===== src/rtl/fifo_tx_pkg.sv =====
// fifo_tx_pkg: shared state type and data width for the FIFO transmit serializer
package fifo_tx_pkg;
    typedef enum logic [2:0] {IDLE, START, DATA, PARITY, STOP} tx_state_t;
    localparam int DATA_BITS = 8;
endpackage


===== src/rtl/flex_counter.sv =====
// flex_counter: counts 1..rollover_val and wraps to 1, with synchronous clear and a rollover flag
module flex_counter #(
    parameter int NUM_CNT_BITS = 4
) (
    input  logic                    clk,
    input  logic                    n_rst,
    input  logic                    clear,
    input  logic                    count_enable,
    input  logic [NUM_CNT_BITS-1:0] rollover_val,
    output logic                    rollover_flag
);
    logic [NUM_CNT_BITS-1:0] count;
    always_ff @(posedge clk or negedge n_rst)
        if (!n_rst) count <= '0;
        else if (clear) count <= '0;
        else if (count_enable) count <= (count == rollover_val) ? NUM_CNT_BITS'(1) : count + 1'b1;
    assign rollover_flag = count == rollover_val;
endmodule


===== src/rtl/fifo_tx_serializer.sv =====
// fifo_tx_serializer: pops bytes from the output FIFO and shifts them out as serial frames
module fifo_tx_serializer import fifo_tx_pkg::*; #(
    parameter int CLKS_PER_BIT = 16,
    parameter bit PARITY_EN    = 1'b0,
    parameter int STOP_BITS    = 1
) (
    input  logic       clk,
    input  logic       n_rst,
    input  logic       fifo_empty,
    input  logic [7:0] fifo_data,
    output logic       fifo_r_enable,
    output logic       serial_out,
    output logic       tx_busy,
    output logic       byte_done
);
    tx_state_t state, state_nxt;
    logic [DATA_BITS-1:0] shreg, shreg_nxt;
    logic par, stop_cnt, bit_end, idx_last, stop_last, stop_end, pop, line_nxt;
    // the bit timer restarts whenever the next cycle is idle, so a pop always begins at count 1
    flex_counter #(.NUM_CNT_BITS(8)) u_bit_timer (
        .clk(clk), .n_rst(n_rst), .clear(state_nxt == IDLE), .count_enable(1'b1),
        .rollover_val(8'(CLKS_PER_BIT)), .rollover_flag(bit_end)
    );
    flex_counter #(.NUM_CNT_BITS(3)) u_bit_idx (
        .clk(clk), .n_rst(n_rst), .clear(state != DATA), .count_enable(bit_end),
        .rollover_val(3'(DATA_BITS - 1)), .rollover_flag(idx_last)
    );
    assign stop_last     = (STOP_BITS == 1) || stop_cnt;
    assign stop_end      = state == STOP && bit_end && stop_last;
    assign pop           = n_rst && !fifo_empty && (state == IDLE || stop_end);
    assign fifo_r_enable = pop;
    assign byte_done     = stop_end;
    assign tx_busy       = state != IDLE;
    always_comb begin
        state_nxt = state;
        unique case (state)
            IDLE:    state_nxt = pop ? START : IDLE;
            START:   state_nxt = bit_end ? DATA : START;
            DATA:    state_nxt = (bit_end && idx_last) ? (PARITY_EN ? PARITY : STOP) : DATA;
            PARITY:  state_nxt = bit_end ? STOP : PARITY;
            STOP:    state_nxt = stop_end ? (pop ? START : IDLE) : STOP;
            default: state_nxt = IDLE;
        endcase
        shreg_nxt = pop ? fifo_data : (state == DATA && bit_end) ? shreg >> 1 : shreg;
        line_nxt  = state_nxt == START ? 1'b0 : state_nxt == DATA ? shreg_nxt[0] : state_nxt == PARITY ? par : 1'b1;
    end
    // line is registered from the next-state view so the start bit appears on the pop edge
    always_ff @(posedge clk or negedge n_rst)
        if (!n_rst) begin
            state      <= IDLE;
            shreg      <= '0;
            par        <= 1'b0;
            stop_cnt   <= 1'b0;
            serial_out <= 1'b1;
        end else begin
            state      <= state_nxt;
            shreg      <= shreg_nxt;
            par        <= pop ? ^fifo_data : par;
            stop_cnt   <= state == STOP && (bit_end ? !stop_last : stop_cnt);
            serial_out <= line_nxt;
        end
endmodule


===== config.mk =====
export PLATFORM = sky130hd
export DESIGN_NAME = fifo_tx_serializer
export DESIGN_NICKNAME = d
export VERILOG_FILES = /design/src/rtl/fifo_tx_pkg.sv /design/src/rtl/flex_counter.sv /design/src/rtl/fifo_tx_serializer.sv
export SDC_FILE = /design/constraint.sdc
export NUM_CORES = 1
export LEC_CHECK = 0
export ABC_AREA = 1
export CAP_MARGIN = 20
export CELL_PAD_IN_SITES_DETAIL_PLACEMENT = 1
export CELL_PAD_IN_SITES_GLOBAL_PLACEMENT = 1
export CORE_MARGIN = 5
export CORE_UTILIZATION = 40
export CTS_CLUSTER_SIZE = 16
export DETAILED_ROUTE_END_ITERATION = 8
export GPL_TIMING_DRIVEN = 0
export PLACE_DENSITY = 0.82
export SKIP_CTS_REPAIR_TIMING = 1
export SYNTH_ARGS = -nofsm -noshare
export SYNTH_HDL_FRONTEND = slang
export SYNTH_HIERARCHICAL = 1
export SYNTH_SLANG_ARGS = --single-unit

===== constraint.sdc =====
create_clock -name clk -period 3.1 [get_ports clk]
set_input_delay 0.465 -clock clk [delete_from_list [all_inputs] [get_ports clk]]
set_output_delay 0.465 -clock clk [all_outputs]
set_load 0.05 [all_outputs]

==> results of run 1 <==
cells in the mapped netlist (5+ instances only):
library cell / count / area share
dfrtp_1: 23 / 0.34
a22oi_1: 5 / 0.022
inv_2: 5 / 0.011
nand3_1: 15 / 0.045
a21oi_2: 6 / 0.031
xor2_1: 5 / 0.026
xnor2_1: 9 / 0.047
nand2_1: 73 / 0.16
inv_1: 31 / 0.070
nor2_1: 9 / 0.020
power breakdown:
part,leakage (nW),internal [mW],switching (mW)
Combinational,0.750,0.205,0.328
Clock,0.0288,0.113,0.0971
Sequential,0.301,0.429,0.104
cell usage in the layout, fill, tap and decap left out, types with 3 or more instances in the layout:
master,n
nor2_2,4
nand3_1,15
clkdlybuf4s50_1,11
a21oi_2,6
nand2_2,3
dfrtp_1,23
xor2_1,5
inv_1,31
nand2_1,73
a22oi_1,5
conb_1,19
xnor2_1,9
nor2_1,9
nor2_4,4
dlymetal6s2s_1,3
o21ai_1,3
clkbuf_8,4
nand3_2,4
inv_2,5
nand4_1,3
flip-flops by register name, indices dropped and copies added (netlist names):
name,cells
state,3
u_bit_idx/count,3
par,1
serial_out,1
shreg,8
u_bit_timer/count,8
cell families after synthesis:
kind of cell | synth area share
AND/OR/NAND/NOR | 0.3538
buffers and inverters | 0.09424
flip-flops | 0.3598
AO/OA/AOI/OAI | 0.09948
XOR/XNOR | 0.07330
adder cells (fa/ha/maj) | 0.01496
other | 0.004489
per-stage QoR:
step / hold slack, ns / TNS, ns
3_5_place_dp: 0.4967 / -0.2262
3_3_place_gp: 0.4909 / -0.8961
5_1_grt: 0.2639 / 0
2_1_floorplan: 0.1694 / 0
6_report: 0.2249 / 0
4_1_cts: 0.5170 / -0.2465
cell type report:
type	count	area, um^2
buffer	2	16.27
sequential	24	601.8
timing repair buffer	15	162.7
tap	50	62.56
fill	538	2012
multi-input combinational	178	977.2
clock buffer	4	55.05
inverter	37	141.4
worst paths after layout:
kind | from | end | cells after the start
max | u_bit_timer/count[6]$_DFFE_PN0P_ | fifo_r_enable | 10
min | n_rst | state[2]$_DFF_PN0_ | 1
max reg2reg | u_bit_timer/count[6]$_DFFE_PN0P_ | u_bit_timer/count[2]$_DFFE_PN0P_ | 13
min reg2reg | shreg[7]$_DFFE_PN0P_ | shreg[7]$_DFFE_PN0P_ | 2
max in group asynchronous | n_rst | shreg[6]$_DFFE_PN0P_ | 2
min in group clk | shreg[7]$_DFFE_PN0P_ | shreg[7]$_DFFE_PN0P_ | 2
routing by layer:
metal / routed length, um / track usage / vias up
met5: 0 / 0 / -
met4: 14 / 0.03162 / 0
met3: 73 / 0.01869 / 2
met2: 1860 / 0.2702 / 12
met1: 1619 / 0.1908 / 675
li1: - / - / 755
worst max-delay path: cells and delay by family (launching register included):
| family | cells | cell delay (ns) |
|---|---|---|
| buf+inv | 4 | 0.86 |
| flops | 1 | 0.44 |
| simple gates | 4 | 0.43 |
| xor+xnor | 1 | 0.20 |
| compound gates | 1 | 0.11 |
==> metrics.txt, run 1 <==
CP endpoint kind=output port; setup slack, reg-to-reg=0.52 ns; fmax=0.3596 GHz; Mapped Avg Cell Area=7.468 um^2; Clk Latency, worst-skew pair=0.26 ns; Synth Instances=224; post-route worst setup slack=0.3190 ns; Synth Warn #=6; Port Buffers=14; fin area=2017 um^2; max_slew headroom=0.5420; Worst EP required=2.63 ns; Primary FF master, synth=dfrtp_1; Max IR drop VDD=0.3258 mV; drc violations=0; Initial Util=0.4152; final hold vios=0; placed cell areas=1954 um^2; chip height=74.67 um; max-cap violation count=0; pin count of the biggest net entering global routing=15; clk_skew=0.002202 ns; vias in the first global route=1504; Antenna diodes=0; full die area=5576 um^2; Post-synth EDFFs=0; Inst Count DP=306; wirelength, routed=3567 um; worst slew pin tran=0.6859 ns; CTS root buf=clkbuf_8; number of H-tree levels=1; Area growth, synth to finish=20.57%; utilization after layout=0.5006; grt total ovfl=0; Clock Sinks=24; Seq cells post-synth=24; Via density=4.658; Die Wd=74.67 um; sequence of cells on the critical path=xnor2_1 > nand2_1 > nor2_2 > nand2_4 > inv_1 > buf_2 > o21ai_2 > nor2_4 > buf_6 > dlymetal6s2s_1; Setup violations, final=0; TritonRoute pass-1 iters=2; Setup WS pre-CTS=-0.2262 ns; min Tclk post-route=2.781 ns; Hold WC Path Type=input pin to asynchronous set/reset pin; vias post-DR=1444; Syn Std Cell Area=1673 um^2; number of DRC markers in iteration 0=38; Seq/Total Area, Yosys=0.3598; Core ar.=4029 um^2; Synth async-reset ratio=1.000; clock tree buffer depth=2; initial antenna violation count=0; DR WL/cell=11.51 um; Critical Path Max Stage Delay=0.44 ns; Setup crit start kind=flip-flop; max-slew violations=0; clock transition at the registers of the reported paths=0.08 ns; first-pass GRT wire length=6596 um; Distinct cells, synth=33; crit path kind=flip-flop to output port; final HPWL from detailed placement=2957 um; share of cells above drive strength 1=0.1615; crit path max fanout=10; ANT nets after route=0; crit path DAT=2.32 ns; final std cells w/o fill=310; global placement routability congestion=0.8079; outcome=completed; Static Leak=1.080 nW; Cell Rows=23; Slowest-stage cell, CP=dfrtp_1; clock tree from TritonCTS=yes; CTS buffer count=3; period utilization=0.8971; num ports=15; unrepaired setup endpoints after global routing=no; pwr/cell area=632.6 nW/um^2; GRT Total Usage=0.1493; total power draw=1.276 mW; final net count=274
Note: power is estimated with default switching activity, not from simulation.
==> inputs of run 2 (changes only) <==
--- a/config.mk
+++ b/config.mk
@@ -5,7 +5,6 @@
 export SDC_FILE = /design/constraint.sdc
 export NUM_CORES = 1
 export LEC_CHECK = 0
-export ABC_AREA = 1
 export CAP_MARGIN = 20
 export CELL_PAD_IN_SITES_DETAIL_PLACEMENT = 1
 export CELL_PAD_IN_SITES_GLOBAL_PLACEMENT = 1
@@ -13,8 +12,9 @@
 export CORE_UTILIZATION = 40
 export CTS_CLUSTER_SIZE = 16
 export DETAILED_ROUTE_END_ITERATION = 8
+export DONT_BUFFER_PORTS = 1
 export GPL_TIMING_DRIVEN = 0
-export PLACE_DENSITY = 0.82
+export PLACE_DENSITY = 0.71
 export SKIP_CTS_REPAIR_TIMING = 1
 export SYNTH_ARGS = -nofsm -noshare
 export SYNTH_HDL_FRONTEND = slang
==> run 2 against run 1 <==
Compared with the run above: register-to-register slack got worse by 0.18 ns; global-route usage fell by 1.8 points; core utilization fell by 2.7 points; area after synthesis fell by 13%; combinational power fell by 47%.
==> metrics.txt, run 2 <==
outcome=completed; first-pass GRT wire length=5264 um; Synth top area share=0.3972; clk_skew=0.005492 ns; Inst Count DP=193; vias in the first global route=1068; Initial Util=0.4242; met1 track utilization from global routing=0.1716; met3 usage=0.02582; Setup violations, final=0; Comb power frac=0.296; Fin Setup TNS=0 ns; Antenna diodes=0; CP endpoint kind=output port; crit path kind=flip-flop to output port; min Tclk post-route=2.833 ns; Synth async-reset ratio=1.000; number of DRC markers in iteration 0=13; NetSw=346.7 uW; Seq cells post-synth=24; pwr/cell area=594.4 nW/um^2; initial antenna violation count=0; Hold WC Path Type=input pin to flip-flop; clock tree buffer depth=2; ANT nets after route=0; Primary FF master, synth=dfrtp_1; most common cell after layout, fill and taps aside=dfrtp_1; worst hold margin=0.2849 ns; drc violations=0; Clk Latency, worst-skew pair=0.31 ns; Sw Ratio=0.3602; Core ar.=3416 um^2; final std cells w/o fill=199; Setup crit start kind=flip-flop; global placement routability congestion=0.7174; final hold vios=0; clock share of power=0.151; chip height=70.19 um; number of H-tree levels=1; Worst EP required=2.63 ns; num ports=15; Port Buffers=0; GRT Total Usage=0.1316; synth top area cells=dfrtp_1, xnor2_1, a221o_1; final HPWL from detailed placement=2262 um; Die Wd=70.19 um; period utilization=0.9139; most used routing layer=met2; most frequent cells in the layout=dfrtp_1, xnor2_1, conb_1; full die area=4926 um^2; unrepaired setup endpoints after global routing=no; Via density=5.201; Seq/Total Area, Yosys=0.4154; CTS buffer count=3; Max IR drop VDD=0.2642 mV; max-slew violations=0; Clock Sinks=24; Area growth, synth to finish=11.74%; Syn Std Cell Area=1449 um^2; grt total ovfl=0; Static Leak=0.7072 nW; Cell Rows=21; DR WL/cell=15.54 um; most common cell in the netlist=dfrtp_1; clock transition at the registers of the reported paths=0.14 ns; Mapped Avg Cell Area=10.65 um^2; final net count=167; crit path max fanout=14; TritonRoute pass-1 iters=4; pin count of the biggest net entering global routing=27; Synth Instances=136; Sequential Power Share=0.552; share of cells above drive strength 1=0.1765; Post-synth EDFFs=0; Int Power=615.7 uW; vias post-DR=1035; largest area contributor in the netlist=dfrtp_1; Synth top cells by count=dfrtp_1, xnor2_1, nor2_1; CTS root buf=clkbuf_4; Distinct cells, synth=42; clock tree from TritonCTS=yes; Synth Warn #=6; met2 global-route usage=0.2204; crit path DAT=2.37 ns; biggest regs=shreg: 8 flops, u_bit_timer/count: 8 flops; fmax=0.3530 GHz; wirelength, routed=3092 um; max-cap violation count=0
## run 2: cell count changes in the layout (fill, tap and decap cells not counted), sizes merged, moves of 7 or more
| cell | change |
|---|---|
| and2 | +7 |
| clkdlybuf4s50 | -11 |
| inv | -31 |
| nand2 | -72 |
| nand3 | -20 |
| nor2 | -8 |
| xnor2 | +10 |
## run 2: path summary, 6_finish.rpt
| check | from | to | slack, ns | cells after the start |
|---|---|---|---|---|
| setup / recovery | u_bit_timer/count[1]$_DFFE_PN0P_ | fifo_r_enable | 0.27 | 6 |
| hold / removal | fifo_data[6] | shreg[6]$_DFFE_PN0P_ | 0.28 | 1 |
| setup reg to reg | u_bit_timer/count[1]$_DFFE_PN0P_ | u_bit_timer/count[1]$_DFFE_PN0P_ | 0.34 | 10 |
| hold reg to reg | shreg[7]$_DFFE_PN0P_ | shreg[7]$_DFFE_PN0P_ | 0.51 | 1 |
| max in group asynchronous | n_rst | serial_out$_DFF_PN1_ | 2.30 | 2 |
| min in group asynchronous | n_rst | u_bit_timer/count[4]$_DFFE_PN0P_ | 0.57 | 2 |
## run 2: cells by family (layout without fill, tap and decap cells)
kind of cell             after synthesis  after routing  share of synthesized area
multiplexers                           2              2                    0.01382
AO/OA/AOI/OAI                         26             26                     0.1468
other                                  2             13                   0.005183
AND/OR/NAND/NOR                       47             47                     0.2245
adder cells (fa/ha/maj)                2              2                    0.01727
flip-flops                            24             24                     0.4154
XOR/XNOR                              24             24                     0.1451
buffers and inverters                  9             15                    0.03195
## run 2: power by group through the flow
stage / clock network, mW / registers, mW / logic [mW]
after floorplan: 0 / 0.508 / 0.234
after global placement: 0 / 0.529 / 0.260
after detailed placement: 0 / 0.538 / 0.267
after CTS: 0.153 / 0.531 / 0.270
after global routing: 0.173 / 0.546 / 0.317
final: 0.146 / 0.531 / 0.285
## run 2: critical path, cell delays in order, from the launching register on
cell,delay [ns]
dfrtp_1,0.48
xnor2_1,0.23
nand4_2,0.20
nor2_4,0.32
nand2b_1,0.22
and4b_4,0.29
clkbuf_4,0.31
## run 2: stage by stage
| stage | util | power [mW] | cell area (um^2) | setup WS [ns] |
|---|---|---|---|---|
| 6_report | 0.4740 | 0.9624 | 1619 | 0.2670 |
| 5_1_grt | 0.4740 | 1.036 | 1619 | 0.08261 |
| 4_1_cts | 0.4608 | 0.9550 | 1574 | -0.3511 |
| 3_5_place_dp | 0.4531 | 0.8052 | 1548 | -0.3376 |
| 3_3_place_gp | 0.4531 | 0.7889 | 1548 | -0.2342 |
| 2_1_floorplan | - | 0.7421 | 1490 | 0.4033 |
## run 2: final cells by class
cell class                      instances  area [um^2]
Sequential cell                        24        601.8
Fill cell                             402         1797
Tap cell                               46        57.56
Multi-Input combinational cell        114        854.6
Timing Repair Buffer                    2        30.03
Clock buffer                            4        26.28
Inverter                                6        22.52
Buffer                                  3        26.28
## run 2: routing by layer
metal	up-vias	part of all wire
met4	0	0.0065
met3	2	0.027
met1	510	0.45
met5	-	0
li1	513	-
met2	10	0.51
